[src/rtl/rosc_odometer_meas.sv]
// Ring-oscillator odometer: gates edge counts of a selected oscillator (and
// optionally the unstressed reference) over a programmable window.
//
// state  | meaning
// IDLE   | waiting for START; stressed channels follow STRESS
// SETTLE | oscillators enabled, start-up edges discarded
// COUNT  | window open, edges counted
// DONE   | results published, one cycle
module rosc_odometer_meas #(
  parameter int N_CH       = 4,
  parameter int CNT_W      = 16,
  parameter int WIN_W      = 16,
  parameter int SETTLE_CYC = 8,
  localparam int SEL_W     = $clog2(N_CH)
) (
  input  logic               CLK,
  input  logic               RST,
  input  logic               START,
  input  logic [SEL_W-1:0]   CH_SEL,
  input  logic               MODE,
  input  logic [WIN_W-1:0]   WINDOW,
  input  logic               STRESS,
  input  logic [N_CH-1:0]    ROSC_IN,
  output logic [N_CH-1:0]    ROSC_EN,
  output logic               BUSY,
  output logic               DONE,
  output logic [CNT_W-1:0]   COUNT,
  output logic [CNT_W-1:0]   REF_COUNT,
  output logic [CNT_W:0]     DIFF,
  output logic               OVF
);

  typedef enum logic [1:0] {S_IDLE, S_SETTLE, S_COUNT, S_DONE} state_t;

  state_t            state_q, state_d;
  logic [N_CH-1:0]   sync1_q, sync1_d, sync2_q, sync2_d, sync3_q, sync3_d;
  logic [SEL_W-1:0]  ch_sel_q, ch_sel_d;
  logic              mode_q, mode_d;
  logic [WIN_W-1:0]  win_q, win_d;
  logic [WIN_W-1:0]  tmr_q, tmr_d;
  logic [7:0]        settle_q, settle_d;
  logic [CNT_W-1:0]  cnt_q, cnt_d, ref_q, ref_d;
  logic [CNT_W-1:0]  count_q, count_d, ref_count_q, ref_count_d;
  logic [CNT_W:0]    diff_q, diff_d;
  logic              ovf_q, ovf_d;
  logic [N_CH-1:0]   rosc_en_q, rosc_en_d;
  logic [N_CH-1:0]   edge_det;
  logic              sel_edge;

  assign edge_det = sync2_q & ~sync3_q;

  always_comb begin
    sel_edge = 1'b0;
    if (int'(ch_sel_q) < N_CH) sel_edge = edge_det[ch_sel_q];
  end

  always_comb begin
    state_d     = state_q;
    sync1_d     = ROSC_IN;
    sync2_d     = sync1_q;
    sync3_d     = sync2_q;
    ch_sel_d    = ch_sel_q;
    mode_d      = mode_q;
    win_d       = win_q;
    tmr_d       = tmr_q;
    settle_d    = settle_q;
    cnt_d       = cnt_q;
    ref_d       = ref_q;
    count_d     = count_q;
    ref_count_d = ref_count_q;
    diff_d      = diff_q;
    ovf_d       = ovf_q;
    rosc_en_d   = '0;

    case (state_q)
      S_IDLE: begin
        if (START) begin
          ch_sel_d = CH_SEL;
          mode_d   = MODE;
          win_d    = WINDOW;
          settle_d = 8'(SETTLE_CYC - 1);
          cnt_d    = '0;
          ref_d    = '0;
          state_d  = S_SETTLE;
        end
      end
      S_SETTLE: begin
        cnt_d = '0;
        ref_d = '0;
        if (settle_q == 8'd0) begin
          if (win_q == '0) begin
            state_d = S_DONE;
          end else begin
            tmr_d   = win_q - 1'b1;
            state_d = S_COUNT;
          end
        end else begin
          settle_d = settle_q - 8'd1;
        end
      end
      S_COUNT: begin
        // counters stick at all-ones instead of wrapping
        if (sel_edge && !(&cnt_q)) cnt_d = cnt_q + 1'b1;
        if (mode_q && edge_det[0] && !(&ref_q)) ref_d = ref_q + 1'b1;
        if (tmr_q == '0) state_d = S_DONE;
        else             tmr_d   = tmr_q - 1'b1;
      end
      S_DONE: begin
        state_d = S_IDLE;
      end
      default: state_d = S_IDLE;
    endcase

    // results are captured from the final counter values so they appear with DONE
    if (state_d == S_DONE && state_q != S_DONE) begin
      count_d     = cnt_d;
      ref_count_d = ref_d;
      diff_d      = mode_q ? ({1'b0, ref_d} - {1'b0, cnt_d}) : '0;
      ovf_d       = (&cnt_d) | (&ref_d);
    end

    case (state_d)
      S_IDLE: rosc_en_d = {{(N_CH-1){STRESS}}, 1'b0};
      S_SETTLE, S_COUNT: begin
        for (int i = 0; i < N_CH; i++)
          rosc_en_d[i] = (int'(ch_sel_d) == i) || (i == 0 && mode_d);
      end
      default: rosc_en_d = '0;
    endcase
  end

  always_ff @(posedge CLK) begin
    if (RST) begin
      state_q     <= S_IDLE;
      sync1_q     <= '0;
      sync2_q     <= '0;
      sync3_q     <= '0;
      ch_sel_q    <= '0;
      mode_q      <= 1'b0;
      win_q       <= '0;
      tmr_q       <= '0;
      settle_q    <= '0;
      cnt_q       <= '0;
      ref_q       <= '0;
      count_q     <= '0;
      ref_count_q <= '0;
      diff_q      <= '0;
      ovf_q       <= 1'b0;
      rosc_en_q   <= '0;
    end else begin
      state_q     <= state_d;
      sync1_q     <= sync1_d;
      sync2_q     <= sync2_d;
      sync3_q     <= sync3_d;
      ch_sel_q    <= ch_sel_d;
      mode_q      <= mode_d;
      win_q       <= win_d;
      tmr_q       <= tmr_d;
      settle_q    <= settle_d;
      cnt_q       <= cnt_d;
      ref_q       <= ref_d;
      count_q     <= count_d;
      ref_count_q <= ref_count_d;
      diff_q      <= diff_d;
      ovf_q       <= ovf_d;
      rosc_en_q   <= rosc_en_d;
    end
  end

  assign ROSC_EN   = rosc_en_q;
  assign BUSY      = (state_q != S_IDLE);
  assign DONE      = (state_q == S_DONE);
  assign COUNT     = count_q;
  assign REF_COUNT = ref_count_q;
  assign DIFF      = diff_q;
  assign OVF       = ovf_q;

endmodule

[config.mk]
export PLATFORM = sky130hd
export DESIGN_NAME = rosc_odometer_meas
export DESIGN_NICKNAME = d
export VERILOG_FILES = /design/src/rtl/rosc_odometer_meas.sv
export SDC_FILE = /design/constraint.sdc
export NUM_CORES = 1
export LEC_CHECK = 0
export CORE_ASPECT_RATIO = 0.6
export CORE_UTILIZATION = 30
export CTS_BUF_LIST = sky130_fd_sc_hd__clkbuf_8 sky130_fd_sc_hd__clkbuf_16
export DETAILED_ROUTE_END_ITERATION = 12
export PLACE_DENSITY_LB_ADDON = 0.08
export SLEW_MARGIN = 0
export SYNTH_ARGS = -nofsm -noshare
export SYNTH_HDL_FRONTEND = slang
export SYNTH_SLANG_ARGS = --single-unit
[constraint.sdc]
create_clock -name CLK -period 5 [get_ports CLK]
set_input_delay 1.5 -clock CLK [delete_from_list [all_inputs] [get_ports CLK]]
set_output_delay 1.5 -clock CLK [all_outputs]
set_load 0.02 [all_outputs]
== After elaboration in Yosys (flattened, before gate mapping) ==
Cells that the tools add are included.
Word-level totals
  register bits: 143
  latch bits: 0
  RAM bits: 0
  memory bits (read-only): 0
  input bits: 27
  output and inout bits: 56
  memories kept: 0
Operators by class
  $add $sub $neg: 6
  $mul: 0
  divide/modulo/power cells: 0
  $lt $le $gt $ge: 1
  equal/unequal tests: 15
  shift operators: 0
  muxes and demuxes: 26
  bitwise gates (word level): 3
  reductions and logical operators: 24
Operators with widths (count)
  16-bit 2-to-1 mux: 7
  16-bit one-hot mux with 3 select lines: 2
  16-bit AND reduction: 4
  16-bit by 1-bit adder with 16-bit output (second input constant): 2
  16-bit zero test: 2
  16-bit one-hot mux with 2 select lines: 1
  16-bit by 1-bit subtractor with 16-bit output (second input constant): 2
  17-bit 2-to-1 mux: 1
  16-bit by 16-bit subtractor with 17-bit output: 1
  8-bit 2-to-1 mux: 2
  8-bit one-hot mux with 2 select lines: 1
  2-bit == test (second input constant): 6
  2-bit != test (second input constant): 6
  2-bit 2-to-1 mux: 5
  8-bit zero test: 1
  2-bit one-hot mux with 4 select lines: 1
  4-bit one-hot mux with 2 select lines: 1
  8-bit by 1-bit subtractor with 8-bit output (second input constant): 1
  2-bit by 1-bit == test with 1-bit output (second input constant): 3
  2-bit zero test: 3
  2-bit nonzero test: 3
  4-bit AND: 1
  1-bit logical AND: 4
  1-bit 2-to-1 mux: 4
  10 further kinds: 11

== Logic depth before layout (Yosys ltp) ==
Gate-level depths: netlist of run 1.
  depth after elaboration: 9
  depth in mapped cells: 20
  mapped depth without buffers: 19

== Worst setup path after synthesis of run 1 ==
No wires, ideal clock.
  path type: input to register
  from: in START
  to: reg diff_q[15] (netlist: DIFF[15])
  arrival: 4.463 ns
  data required time: 4.938 ns
  setup slack: 0.476 ns
  cell stages on the path: 16
  buffers on the path: 0
  cells stage by stage: nor3_1 -> a21oi_1 -> o21ai_0 -> a32oi_1 -> inv_1 -> ha_1 -> nor2b_1 -> o21ai_0 -> a21boi_0 -> o21ai_0 -> a21oi_1 -> a2111o_1 -> nand3_2 -> a31oi_1 -> or3_1 -> nand3_1
Between the ends
  longest elaborated chain between the ends: 4
Ends and longest elaborated chain
  start, declared: line 18  | input logic START,
  16-bit 2-to-1 mux: line 77  | if (START) begin
  16-bit one-hot mux with 3 select lines: line 75  | case (state_q)
  named net ref_d[1]: line 42  | logic [CNT_W-1:0] cnt_q, cnt_d, ref_q, ref_d;
  16-bit by 16-bit subtractor with 17-bit output: line 118  | diff_d = mode_q ? ({1'b0, ref_d} - {1'b0, cnt_d}) : '0;
  17-bit 2-to-1 mux: line 118
  end signal, assigned: line 164  | diff_q <= diff_d;
  end, declared: line 44  | logic [CNT_W:0] diff_q, diff_d;
The timed path passes the listed nets, and every way through them passes these cells.
A chain may end at the register's enable or synchronous reset.

== Final worst setup path of run 1 ==
  from: in START
  to: reg diff_q[14] (netlist: DIFF[14])
Between the ends
  longest elaborated chain between the ends: 4
Ends and longest elaborated chain (line)
  16-bit 2-to-1 mux or 2-bit 2-to-1 mux (tied branches): 77
  16-bit one-hot mux with 3 select lines or 2-bit one-hot mux with 4 select lines (tied branches): 75
  16-bit by 16-bit subtractor with 17-bit output or 2-bit == test (tied branches): 118, 115
  17-bit 2-to-1 mux or 1-bit logical AND (tied branches): 118, 115
Parallel ways exist; a longest one is shown, timed or not.

==> results of run 1 <==
-- per-layer routing --
layer | global-route usage (%) | vias up | share of wire, %
met5 | 0 | - | 0
met4 | 4.28 | 0 | 0.78
met3 | 3.93 | 14 | 4.6
met2 | 23.4 | 168 | 36
met1 | 31.3 | 3219 | 59
li1 | - | 3516 | -
-- synthesized netlist by cell type, drive strengths merged (7+ instances only) --
library cell	count	area share, %
a21oi	67	4.7
a22oi	15	1.5
o31a	9	1.1
and2	7	0.60
and3	13	1.2
a31oi	17	1.5
nor2b	18	1.5
buf	8	0.53
nor2	137	7.1
or2	8	0.69
inv	31	1.6
clkbuf	47	2.4
a32oi	7	0.84
nor4	21	1.9
ha	23	3.9
nand3b	8	0.82
mux2i	13	1.8
nand3	19	1.5
nand4	9	0.86
xnor2	8	0.96
dfxtp	143	39
nand2	100	5.1
a211oi	33	3.4
nand2b	7	0.60
nor3	34	2.4
o21ai	58	4.1
-- power by group --
| part | internal [W] | leakage (nW) | total, W | switching (W) |
|---|---|---|---|---|
| clock network | 0.000737 | 0.280 | 0.00126 | 0.000524 |
| logic | 0.000436 | 2.04 | 0.00107 | 0.000631 |
| registers | 0.00127 | 1.16 | 0.00142 | 0.000142 |
| total | 0.00245 | 3.48 | 0.00374 | 0.00130 |
-- registers in the layout, summed over array words and instances (netlist names) --
signal	count
OVF	1
sync2_q	4
state_q	2
win_q	16
sync1_q	4
mode_q	1
ref_q	16
settle_q	8
ROSC_EN	4
COUNT	16
sync3_q	4
tmr_q	16
DIFF	17
ch_sel_q	2
cnt_q	16
REF_COUNT	16
-- cell type report --
| type | instances | area (um2) |
|---|---|---|
| fill | 2445 | 14200 |
| multi-input combinational | 701 | 4110 |
| sequential | 143 | 2860 |
| timing repair buffer | 129 | 1180 |
| clock buffer | 18 | 439 |
| tap | 315 | 394 |
| clock inverter | 12 | 124 |
| inverter | 31 | 116 |
-- per-stage QoR --
step,instances,cell area [um2],utilization (%)
detailed placement,1319,8670,36.9
global route,1349,9230,39.4
global placement,1319,8670,36.9
floorplan,930,7290,-
finish,1349,9230,39.4
CTS,1349,9230,39.3
-- what timing repair did --
action	4_1_cts	5_1_grt
resized for setup	0	3
setup buffers	0	0
setup endpoints to repair	0	3
-- critical path, cell delays in order --
cell and delay, ns:
clkdlybuf4s50_1 0.51, nor3_1 0.07, a21oi_1 0.15, buf_4 0.16
o21ai_2 0.05, a32oi_1 0.25, inv_1 0.10, fa_1 0.41
nand2b_1 0.17, a21boi_0 0.22, o21ai_0 0.13, a21oi_1 0.19
or2_2 0.15, o2111ai_1 0.17, a21oi_2 0.26, o211ai_1 0.13
and3b_1 0.18, o31ai_1 0.21
-- layout by cell type (no fill, tap or decap), types with 4 or more instances in the layout --
master	n
nor2b_1	17
a31oi_1	17
ha_1	23
or3_1	6
nand3_1	16
nand2_1	100
or2_2	6
nand2b_1	6
clkdlybuf4s50_1	81
o22ai_1	4
inv_1	32
xor2_1	5
o2111ai_1	5
a211oi_1	33
buf_4	47
o21ai_0	53
nor2_1	137
o211ai_1	6
o31a_1	8
nor4_1	19
nand3b_1	8
and3_1	11
a32oi_1	7
a21oi_1	65
a22oi_1	15
clkbuf_16	17
dfxtp_1	143
nor3_1	33
nand4_1	8
mux2i_1	13
xnor2_1	8
and2_1	6
-- how the worst min path moves through the flow --
stage | cells after the start | from | end | slack [ns]
2_1_floorplan | 1 | sync1_q[0]$_SDFF_PP0_ | sync2_q[0]$_SDFF_PP0_ | 0.41
3_3_place_gp | 1 | sync1_q[1]$_SDFF_PP0_ | sync2_q[1]$_SDFF_PP0_ | 0.42
3_5_place_dp | 1 | sync1_q[1]$_SDFF_PP0_ | sync2_q[1]$_SDFF_PP0_ | 0.43
4_1_cts | 1 | sync1_q[1]$_SDFF_PP0_ | sync2_q[1]$_SDFF_PP0_ | 0.44
5_1_grt | 1 | sync1_q[1]$_SDFF_PP0_ | sync2_q[1]$_SDFF_PP0_ | 0.45
6_report | 1 | sync1_q[2]$_SDFF_PP0_ | sync2_q[2]$_SDFF_PP0_ | 0.44
-- cell families after synthesis --
kind of cell,after synthesis,share of synthesized area (%)
simple gates,401,26.5
compound gates,248,21.8
flops,143,39.3
buf+inv,86,4.55
fa+ha+maj,24,4.22
mux,15,2.09
xor+xnor,13,1.56
==> results.ini, run 1 <==
[critical_path]
r2r_slack_ns=0.55
cp_data_required_time_ns=5.35
r2r_cells=19
crit_arrival_ns=5.04
worstReg2RegEnd=DIFF[14]$_SDFFE_PP0P_
cp-start-kind=input port
crit_path_end_kind=flip-flop
worst-setup-path-type=in2reg
r2r_start=cnt_q[9]$_SDFF_PP0_
crit_start=START
cp-endpoint=DIFF[14]$_SDFFE_PP0P_
crit_fanout=5

[floorplanning]
num_rows=43
die_y_um=123
start_util_pct=31.1
ioPinCount=83
dieArea_um2=25000
core_um2=23500
die-width_um=203

[timing]
layout_setup_ws_ns=0.307
timing.setup.tns_ns=0
relSlewSlack_pct=45.2
whs_ns=0.439
worst_pin_slew_ns=0.813
setup_violations=0
period_needed_ns=4.69
slew_violations=0
fin_skew_ns=0.0106
hold_violations=0
min_period_over_period_pct=93.9
max_freq_ghz=0.213

[pwr]
vdd_drop_max_mv=0.220
p_per_area_nw_per_um2=405
cellLeakagePower_nw=3.48
finalPower_w=0.00374

[final_layout]
layout-drive-gt1-share_pct=10.4
n_antenna_cell=0
area_delta_synth_final_pct=26.6
nNetsFinal=1074

[global_route]
grt_pass1_wl_um=35800
grt_pass1_vias=6057
grt_antenna_before_repair=0
grt_max_degree=68
grt_usage_pct=18.9
grt_overflow=0

[clock_network]
tritoncts=built
numCtsBuffers=17
clkTransAtPathRegs_ns=0.06
cts_htree_levels=4
holdBufCountCts=0
cts-root-buf=clkbuf_16
clk_latency_ns=0.43
cts_sinks=143
cts_max_path_buffers=2

[yosys]
syn_inst=930
syn_area_um2=7290
synth-main-ff-cell=dfxtp_1
yosysSeqAreaShare_pct=39.3
syn_nets=981
yosys_warnings=0
synthArstFlopShare_pct=0
avgSynthCellArea_um2=7.84
ys_types=75
synth-edff-count=0
synth-seq-cells=143

[routing]
via_per_inst=5.13
drt-total-wl_um=23300
drc=0
wl_per_cell_um=17.2
drt_iter0_drc=644
dr.pass1.iters=5
postRouteAntennaNets=0
routed-via-count=6917

[outcome]
status=completed

[placed_design]
hpwl_um=16900
place_ws_ns=-0.144
port_buffers=82
gp_congestion=0.827

[run]
drv_cap=0

[min_path]
hp-class=reg2reg

No activity file was read; power rests on OpenSTA's default activity.
==> run 2, diff against run 1 <==
--- a/config.mk
+++ b/config.mk
@@ -5,6 +5,7 @@
 export SDC_FILE = /design/constraint.sdc
 export NUM_CORES = 1
 export LEC_CHECK = 0
+export CAP_MARGIN = 10
 export CORE_ASPECT_RATIO = 0.6
 export CORE_UTILIZATION = 30
 export CTS_BUF_LIST = sky130_fd_sc_hd__clkbuf_8 sky130_fd_sc_hd__clkbuf_16
==> constraint.sdc (replaced) <==
create_clock -name CLK -period 4.15 [get_ports CLK]
set_input_delay 1.245 -clock CLK [delete_from_list [all_inputs] [get_ports CLK]]
set_output_delay 1.245 -clock CLK [all_outputs]
set_load 0.02 [all_outputs]
==> run 2 against run 1 <==
Global-route usage is 0.81 points higher. Worst hold slack worse by 0.0033 ns. Combinational power is 24% higher. Wire length is 2.5% higher. Utilization is 2.7 points higher. Clock skew hardly changed. Critical path depth is 6 higher. Design area is 6.9% higher. Highest routed layer unchanged. First-iteration DRC count is 16% lower. Critical path type unchanged. Non-clock buffer count is 64 higher. Clock power is 30% higher. Sequential power is 19% higher.
==> results.ini, run 2 (synthesis gave the netlist of run 1 again) <==
[floorplanning]
num_rows=43  ; unchanged
die_y_um=123  ; unchanged
core_um2=23500  ; unchanged
dieArea_um2=25000  ; unchanged
ioPinCount=83  ; unchanged
start_util_pct=31.1  ; unchanged
die-width_um=203  ; unchanged

[final_layout]
nNetsFinal=1138  ; +6.0%
final_util_pct=42.1  ; +2.7 points
finalNonFillerCells=1415  ; +4.9%
final_cell_mix=142 x dfxtp_1, 137 x nor2_1, 109 x buf_4
layout-drive-gt1-share_pct=17.3  ; +6.8 points
area_delta_synth_final_pct=35.3
n_antenna_cell=0  ; unchanged
final_common_cell=dfxtp_1
largest_reg_flops=17  ; unchanged

[min_path]
hp-class=reg2reg

[critical_path]
cp_data_required_time_ns=4.47  ; -0.88 ns
crit_fanout=2  ; -3
worst-setup-path-type=in2reg
crit_arrival_ns=4.35  ; -0.69 ns
crit_path_end_kind=flip-flop
r2r_slack_ns=0.21  ; -0.34 ns
cp-start-kind=input port

[outcome]
status=completed

[placed_design]
port_buffers=82  ; unchanged
place_ws_ns=-0.785  ; -0.642 ns
hpwl_um=17600  ; +4.1%
gp_congestion=0.844  ; +2.0%
dp_cells=1368  ; +3.7%

[timing]
setup_violations=0  ; unchanged
fin_skew_ns=0.0103  ; -0.000232 ns
worst_pin_slew_ns=0.830  ; +0.0165 ns
relSlewSlack_pct=44.1  ; -1.1 points
max_freq_ghz=0.248
min_period_over_period_pct=97.2
period_needed_ns=4.03
rsz0062_at_grt=no
layout_setup_ws_ns=0.117  ; -0.190 ns
whs_ns=0.435  ; -0.00329 ns
hold_violations=0  ; unchanged
slew_violations=0  ; unchanged

[routing]
via_per_inst=5.03  ; -1.9%
wl_per_cell_um=16.9  ; -2.3%
routed-via-count=7116  ; +2.9%
drc=0  ; unchanged
postRouteAntennaNets=0  ; unchanged
drt_iter0_drc=538  ; -16%
dr.pass1.iters=5  ; unchanged
drt-total-wl_um=23800  ; +2.5%

[clock_network]
tritoncts=built
clkTransAtPathRegs_ns=0.07  ; about the same
clk_latency_ns=0.44  ; about the same
cts_htree_levels=4  ; unchanged
cts_max_path_buffers=2  ; unchanged
cts_sinks=143  ; unchanged
holdBufCountCts=0  ; unchanged
numCtsBuffers=17  ; unchanged
cts-root-buf=clkbuf_16

[pwr]
power_frac_clock_pct=35.1  ; +1.4 points
cellLeakagePower_nw=3.88  ; +12%
switching_share_pct=34.5  ; -0.16 points
finalPower_w=0.00466  ; +24%
p_per_area_nw_per_um2=472  ; +16%
power.share.sequential_pct=36.4  ; -1.4 points
vdd_drop_max_mv=0.274  ; +25%
combPwrFrac_pct=28.5  ; about the same
p_switching_w=0.00161  ; +24%
p_int_w=0.00305  ; +25%

[global_route]
grt_antenna_before_repair=0  ; unchanged
grt_pass1_wl_um=37400  ; +4.4%
grt_usage_pct=19.7  ; +0.81 points
grt_overflow=0  ; unchanged
grt_pass1_vias=6404  ; +5.7%
grt_max_degree=56  ; -18%

[run]
drv_cap=0  ; unchanged

[run 2: worst max-delay path, cell delays in order]
cell and delay, ns:
dlygate4sd2_1 0.23, nor3_2 0.05, a21oi_2 0.18, buf_4 0.15
o21ai_0 0.07, a32oi_1 0.24, inv_1 0.12, buf_4 0.15
buf_4 0.12, buf_4 0.12, buf_4 0.12, buf_4 0.12
buf_4 0.12, buf_4 0.12, buf_4 0.12, buf_4 0.12
buf_4 0.12, buf_4 0.12, buf_4 0.12, buf_4 0.12
nand3_1 0.06, nor4_1 0.06, a31oi_1 0.25, a211oi_1 0.11
[run 2: worst paths after layout]
path                          from                     to  depth (start not counted)
min          sync1_q[2]$_SDFF_PP0_  sync2_q[2]$_SDFF_PP0_                          1
max                          START       OVF$_SDFFE_PP0P_                         24
max reg2reg    cnt_q[3]$_SDFF_PP0_  DIFF[12]$_SDFFE_PP0P_                         17
min reg2reg  sync1_q[2]$_SDFF_PP0_  sync2_q[2]$_SDFF_PP0_                          1
[run 2: routing by layer]
layer | share of wire, % | track usage, %
met5 | 0 | 0
met4 | 0.81 | 5.08
met3 | 5.0 | 4.62
met2 | 37 | 24.3
met1 | 57 | 32.1
[run 2: power by group through the flow]
stage	sequential (W)	clock, W	combinational (W)
floorplan	0.00175	0	0.000769
global placement	0.00172	0	0.00131
detailed placement	0.00172	0	0.00131
CTS	0.00169	0.00169	0.00132
global route	0.00172	0.00175	0.00146
finish	0.00169	0.00164	0.00133
[run 2: cell type report]
type                    instances  area (um2)
clock buffers                  18         439
clock inverters                14         179
fillers                      2397       13600
inverters                      31         116
multi-input cells             701        4200
flip-flops and latches        143        2860
well taps                     315         394
repair buffers                193        1680
[run 2: per-stage QoR]
stage	setup TNS, ns	instance area, um2
final	0	9870
after global routing	0	9870
after CTS	0	9810
after detailed placement	-5.85	9050
after global placement	-4.93	9050
after floorplan	0	7300
[run 2: repair_timing]
action / CTS / global route
buffers inserted: 15 / 0
pin swaps: 9 / 8
gates resized for setup: 13 / 11
setup endpoints to repair: 7 / 6
endpoints found under the hold margin: 0 / 0
